===== src/rtl/mrv1_pkg.sv =====
// Shared constants and the writeback entry type for the MRV1 writeback path.
// Widths here are the defaults the writeback arbiter is built around.
package mrv1_pkg;

  localparam int unsigned NUM_THREADS   = 8;
  localparam int unsigned DATA_WIDTH    = 32;
  localparam int unsigned RF_ADDR_WIDTH = 5;
  localparam int unsigned TID_WIDTH     = $clog2(NUM_THREADS);

  typedef struct packed {
    logic                     we;
    logic [RF_ADDR_WIDTH-1:0] rd_addr;
    logic [DATA_WIDTH-1:0]    data;
  } wb_req_t;

endpackage


===== src/rtl/mrv1_rr_arbiter.sv =====
// Pointer-based round-robin picker: first requester at or after ptr_i, wrapping.
// Purely combinational; the caller owns the pointer register.
module mrv1_rr_arbiter #(
  parameter int NUM_REQ_P = 8
) (
  input  logic [NUM_REQ_P-1:0]         req_i,
  input  logic [$clog2(NUM_REQ_P)-1:0] ptr_i,
  output logic [NUM_REQ_P-1:0]         gnt_o
);

  logic found;

  // Walk offsets from the pointer; constant inner index keeps selects static.
  always_comb begin
    gnt_o = '0;
    found = 1'b0;
    for (int off = 0; off < NUM_REQ_P; off++) begin
      for (int j = 0; j < NUM_REQ_P; j++) begin
        if (!found && req_i[j] && (((int'(ptr_i) + off) % NUM_REQ_P) == j)) begin
          gnt_o[j] = 1'b1;
          found    = 1'b1;
        end
      end
    end
  end

endmodule


===== src/rtl/mrv1_wb_arbiter.sv =====
// Per-thread writeback arbiter: round-robin with an aging override feeding a
// single registered output stage with valid/ready handshake.
module mrv1_wb_arbiter
  import mrv1_pkg::*;
#(
  parameter int unsigned NUM_THREADS_P   = NUM_THREADS,
  parameter int unsigned DATA_WIDTH_P    = DATA_WIDTH,
  parameter int unsigned rf_addr_width_p = RF_ADDR_WIDTH,
  parameter int unsigned AGE_LIMIT_P     = 15
) (
  input  logic                                      clk_i,
  input  logic                                      rst_ni,
  input  logic [NUM_THREADS_P-1:0]                  req_vld_i,
  input  logic [NUM_THREADS_P-1:0]                  req_we_i,
  input  logic [NUM_THREADS_P*rf_addr_width_p-1:0]  req_rd_addr_i,
  input  logic [NUM_THREADS_P*DATA_WIDTH_P-1:0]     req_data_i,
  input  logic [NUM_THREADS_P-1:0]                  thread_en_i,
  input  logic [NUM_THREADS_P-1:0]                  flush_i,
  output logic [NUM_THREADS_P-1:0]                  req_gnt_o,
  output logic                                      wb_vld_o,
  output logic                                      wb_we_o,
  output logic [$clog2(NUM_THREADS_P)-1:0]          wb_tid_o,
  output logic [rf_addr_width_p-1:0]                wb_rd_addr_o,
  output logic [DATA_WIDTH_P-1:0]                   wb_data_o,
  input  logic                                      wb_rdy_i
);

  localparam int unsigned TID_W = $clog2(NUM_THREADS_P);
  localparam int unsigned CNT_W = $clog2(AGE_LIMIT_P + 1);
  localparam logic [CNT_W-1:0] AGE_MAX = CNT_W'(AGE_LIMIT_P);
  localparam logic [NUM_THREADS_P-1:0] ONE = NUM_THREADS_P'(1);

  logic [NUM_THREADS_P-1:0] elig, aged, aged_gnt, rr_gnt, gnt;
  logic                     adv;
  logic [TID_W-1:0]         gnt_tid;
  wb_req_t                  gnt_entry;
  logic [TID_W-1:0]         rr_q, rr_d;
  logic [CNT_W-1:0]         wait_q [NUM_THREADS_P];
  logic [CNT_W-1:0]         wait_d [NUM_THREADS_P];
  logic                     wb_vld_q, wb_vld_d;
  logic [TID_W-1:0]         wb_tid_q, wb_tid_d;
  wb_req_t                  entry_q, entry_d;

  assign elig = req_vld_i & thread_en_i & ~flush_i;
  assign adv  = ~wb_vld_q | wb_rdy_i;

  mrv1_rr_arbiter #(
    .NUM_REQ_P (NUM_THREADS_P)
  ) u_rr_arbiter (
    .req_i (elig),
    .ptr_i (rr_q),
    .gnt_o (rr_gnt)
  );

  // Aged threads preempt round-robin, lowest index first; no grant during reset.
  always_comb begin
    aged = '0;
    for (int i = 0; i < NUM_THREADS_P; i++) begin
      aged[i] = elig[i] && (wait_q[i] == AGE_MAX);
    end
    aged_gnt = aged & (~aged + ONE);
    gnt = '0;
    if (adv && rst_ni) begin
      gnt = (|aged) ? aged_gnt : rr_gnt;
    end
    gnt_tid   = '0;
    gnt_entry = '0;
    for (int i = 0; i < NUM_THREADS_P; i++) begin
      if (gnt[i]) begin
        gnt_tid           = TID_W'(i);
        gnt_entry.we      = req_we_i[i];
        gnt_entry.rd_addr = req_rd_addr_i[i*rf_addr_width_p +: rf_addr_width_p];
        gnt_entry.data    = req_data_i[i*DATA_WIDTH_P +: DATA_WIDTH_P];
      end
    end
  end

  assign req_gnt_o = gnt;

  always_comb begin
    rr_d = rr_q;
    if (|gnt) begin
      rr_d = (gnt_tid == TID_W'(NUM_THREADS_P - 1)) ? '0 : gnt_tid + 1'b1;
    end
    // A disabled thread keeps its count; losing while eligible ages it.
    for (int i = 0; i < NUM_THREADS_P; i++) begin
      wait_d[i] = wait_q[i];
      if (gnt[i] || flush_i[i] || !req_vld_i[i]) begin
        wait_d[i] = '0;
      end else if (elig[i] && (wait_q[i] != AGE_MAX)) begin
        wait_d[i] = wait_q[i] + 1'b1;
      end
    end
    wb_vld_d = wb_vld_q;
    wb_tid_d = wb_tid_q;
    entry_d  = entry_q;
    if (adv) begin
      wb_vld_d = |gnt;
      if (|gnt) begin
        wb_tid_d = gnt_tid;
        entry_d  = gnt_entry;
      end
    end
  end

  always_ff @(posedge clk_i or negedge rst_ni) begin
    if (!rst_ni) begin
      rr_q     <= '0;
      wb_vld_q <= 1'b0;
      wb_tid_q <= '0;
      entry_q  <= '0;
      for (int i = 0; i < NUM_THREADS_P; i++) begin
        wait_q[i] <= '0;
      end
    end else begin
      rr_q     <= rr_d;
      wb_vld_q <= wb_vld_d;
      wb_tid_q <= wb_tid_d;
      entry_q  <= entry_d;
      for (int i = 0; i < NUM_THREADS_P; i++) begin
        wait_q[i] <= wait_d[i];
      end
    end
  end

  assign wb_vld_o     = wb_vld_q;
  assign wb_we_o      = entry_q.we;
  assign wb_tid_o     = wb_tid_q;
  assign wb_rd_addr_o = entry_q.rd_addr;
  assign wb_data_o    = entry_q.data;

endmodule


===== config.mk =====
export PLATFORM = sky130hd
export DESIGN_NAME = mrv1_wb_arbiter
export DESIGN_NICKNAME = d
export VERILOG_FILES = /design/src/rtl/mrv1_pkg.sv /design/src/rtl/mrv1_rr_arbiter.sv /design/src/rtl/mrv1_wb_arbiter.sv
export SDC_FILE = /design/constraint.sdc
export NUM_CORES = 1
export LEC_CHECK = 0
export ABC_AREA = 1
export CAP_MARGIN = 20
export CORE_AREA = 8 8 119 175
export CTS_BUF_LIST = sky130_fd_sc_hd__clkbuf_8
export DETAILED_ROUTE_END_ITERATION = 8
export DIE_AREA = 0 0 127 183
export GPL_TIMING_DRIVEN = 0
export PLACE_DENSITY = 0.89
export RECOVER_POWER = 50
export SLEW_MARGIN = 20
export SYNTH_ARGS = -nofsm -noshare
export SYNTH_HDL_FRONTEND = slang
export SYNTH_HIERARCHICAL = 1
export SYNTH_SLANG_ARGS = --single-unit

===== constraint.sdc =====
create_clock -name clk_i -period 27.7 [get_ports clk_i]
set_input_delay 8.31 -clock clk_i [delete_from_list [all_inputs] [get_ports clk_i]]
set_output_delay 8.31 -clock clk_i [all_outputs]
set_load 0.03 [all_outputs]

==> results.json <==
{
  "grt_usage_pct": 36.94,
  "drcViolationCount": 0,
  "drtPass1Iterations": 6,
  "worst-r2r-setup-slack_ns": 20.44,
  "yosys_warnings": 6,
  "synth-async-reset-ratio_pct": 100.0,
  "max_slew_headroom_pct": -90.89,
  "violated_checks": "capacitance limit, slew limit",
  "average_wire_length_per_cell_after_detail_routing_um": 20.57,
  "cts_htree_levels": 3,
  "number_of_antenna_violations_at_the_first_check_in_global_routing": 2,
  "worstSkewPairLatency_ns": 0.40,
  "layout.nets": 2238,
  "final_weighted_congestion_in_routability_driven_placement": 0.9856,
  "design.portCount": 381,
  "cts_max_path_buffers": 2,
  "worstPathArrival_ns": 15.35,
  "clkSinkCount": 77,
  "drt_iter0_markers": 921,
  "die-area_sq_um": 23240,
  "num_rows": 61,
  "drt_total_wl_um": 43650,
  "fillCellCount": 1568,
  "core_region_area_sq_um": 18320,
  "cellPowerDensity_nw_per_um2": 63.99,
  "die_width_um": 127,
  "drive_above_1_share_pct": 8.579,
  "power_mw": 0.8254,
  "dieHeight_um": 183,
  "ant_nets": 0,
  "worst_hold_slack_ns": 0.4977,
  "critPathBufInv": 5,
  "timing.fmax_mhz": 42.27,
  "syn-instance-count": 1503,
  "initial_util_pct": 46.89,
  "final_period_minus_worst_setup_slack_ns": 23.66,
  "detailedPlacementHpwl_um": 36260,
  "vdd.ir_drop.worst_mv": 0.05852,
  "mappedNetlistArea_sq_um": 8588,
  "synth_seq_area_share_pct": 22.44,
  "drv_slew": 81,
  "dr_total_vias": 11660,
  "maxCapViolCount": 2,
  "cp_slowest_cell": "clkdlybuf4s50_1",
  "grt-ovfl-total": 0,
  "multiInputGateArea_sq_um": 5580,
  "synth.lib_cells_used.distinct": 47,
  "critical_path.max_fanout": 10,
  "setup_viol_count_final": 0,
  "synth_top_cell_by_area": "dfrtp_1",
  "detailed_place.area_sq_um": 12690,
  "timing.critical_path.slowest_cell_delay_ns": 0.77,
  "placedCellCount": 2104,
  "syn-num-nets": 1846,
  "cts_repair_resize_count": 0,
  "path_delay_family": "simple AND/OR/NAND/NOR gates",
  "layout_worst_path_cycle_share_pct": 85.41,
  "post-cts-setup-buffer-count": 0,
  "clock_skew_ns": 0.02762,
  "postLayoutCellArea_sq_um": 12900,
  "synth_flop_cell": "dfrtp_1",
  "timing.critical_path.mode_cell": "nand4_2",
  "clock_tree.root_cell": "clkbuf_8",
  "grt_pass1_vias": 11830,
  "synth.top_cell.area_share_pct": 22.44,
  "cp_data_required_time_ns": 19.39,
  "run_status": "finished with violations",
  "path_class": "in -> out",
  "unrepaired_setup_endpoints_after_global_routing": "false",
  "maximum_number_of_pins_on_one_net_before_global_route_repair": 49,
  "hold_crit_class": "reg -> reg",
  "synth-edff-count": 0,
  "timing_hold_violations_final": 0,
  "worst_pin_slew_ns": 2.863,
  "route.detailed.vias_per_inst": 5.496,
  "tritoncts": "built",
  "port-buffer-count": 380,
  "area.sequential_sq_um": 1927,
  "cts_made_buffers": 9,
  "layoutNonFillerInstCount": 2122,
  "synth_area_leaders": "dfrtp_1 22%, nand2_1 22%, nor2_1 8.8%, nand3_1 8.4%, inv_1 8.1%",
  "power.static_leakage_nw": 6.539,
  "setup.worst_path.end_class": "output pin",
  "average_instance_area_after_synthesis_sq_um": 5.714,
  "area_growth_syn_to_layout_pct": 50.19,
  "timing.critical_path.from_type": "primary input",
  "setup_total_negative_slack_ns": 0,
  "path_clk_slew_ns": 0.11,
  "cts_hold_repair.buffers": 0,
  "wire_length_of_the_first_global_routing_pass_um": 65550,
  "synth.ff_latch_count": 77
}
## flip-flops by register name (all words and copies together) (netlist names)
| name | flops |
|---|---|
| wait_q | 32 |
| wb_data_o | 32 |
| wb_rd_addr_o | 5 |
| rr_q | 3 |
| wb_tid_o | 3 |
| wb_vld_o | 1 |
| wb_we_o | 1 |
## synthesized netlist by cell type (all sizes together), types with 3 or more instances
library cell  instances
buf                  38
xnor2                 8
nor4                  5
nand4                46
a21oi                47
ha                   12
clkbuf               21
o22ai                11
a21o                  4
nor3                 21
o2111ai               7
clkinv                4
o21ai                30
dfrtp                77
nor2                235
nand3b                7
or2                  36
a31oi                 4
o211a                 3
nand3               148
inv                 195
xor2                 10
nand2               529
## where the power goes
part           internal [mW]  total (mW)  switching, mW
combinational          0.200       0.555          0.355
clock                 0.0522       0.106         0.0537
sequential             0.144       0.164         0.0203
total                  0.396       0.825          0.429
## area by class of cell
| type | count | area share [%] |
|---|---|---|
| flip-flops and latches | 77 | 14.94 |
| well taps | 220 | 2.134 |
| clock buffers | 9 | 0.9603 |
| inverters | 200 | 5.927 |
| clock inverters | 7 | 0.8148 |
| plain buffers | 59 | 2.454 |
| repair buffers | 381 | 29.47 |
| multi-input cells | 1167 | 43.26 |
| diodes | 2 | 0.03880 |
## kinds of logic after synthesis
kind of cell | Yosys count | share of synthesized area (%)
simple gates | 1027 | 53.79
compound gates | 110 | 7.605
buf+inv | 259 | 12.59
fa+ha+maj | 12 | 1.748
flops | 77 | 22.44
xor+xnor | 18 | 1.836
## final timing paths
| kind | startpoint | to | cells after the start |
|---|---|---|---|
| hold reg to reg | wb_data_o[1] | wb_data_o[1] | 2 |
| max in group asynchronous | rst_ni | wb_rd_addr_o[2] | 2 |
| setup reg to reg | rr_q[0] | rr_q[2] | 46 |
| setup / recovery | req_vld_i[1] | req_gnt_o[7] | 43 |
| min in group asynchronous | rst_ni | wait_q[0] | 1 |
| hold / removal | wb_data_o[1] | wb_data_o[1] | 2 |
## layout by cell type (no fill, tap or decap), types with 7 or more instances in the layout
cell and count:
nor3_1 20, nand4_1 36, xor2_1 10, nor2_4 13, clkbuf_8 9, o21ai_0 27, xnor2_1 8, clkdlybuf4s50_1 354
inv_2 10, dfrtp_1 77, nand3_1 145, nand2_2 15, ha_1 12, a21oi_1 45, nand4_2 9, nand2_1 512
clkbuf_1 23, inv_1 185, buf_6 7, buf_2 25, o2111ai_1 7, nor2_2 19, or2_2 33, dlygate4sd3_1 25
nor2_1 202, o22ai_1 11
## through the flow
stage	setup slack, ns	utilization (%)
finish	4.042	70.42
global route	3.607	70.42
CTS	4.120	70.54
detailed placement	4.140	69.29
global placement	4.146	69.15
floorplan	6.509	-
## worst min-delay path: cells and delay by family (launching register included)
family | cells | cell delay (ns)
and+or+nand+nor | 2 | 0.10
DFF | 1 | 0.37
## per-layer routing
| layer | wire (um) | part of all wire (%) | GRT usage (%) | up-vias |
|---|---|---|---|---|
| met5 | 0 | 0 | 0 | - |
| met4 | 2198 | 5.0 | 19.11 | 0 |
| met3 | 4058 | 9.3 | 8.517 | 134 |
| met2 | 22070 | 51 | 64.47 | 668 |
| met1 | 15320 | 35 | 41.03 | 5352 |
| li1 | - | - | - | 5509 |
Note: power is estimated with default switching activity, not from simulation.
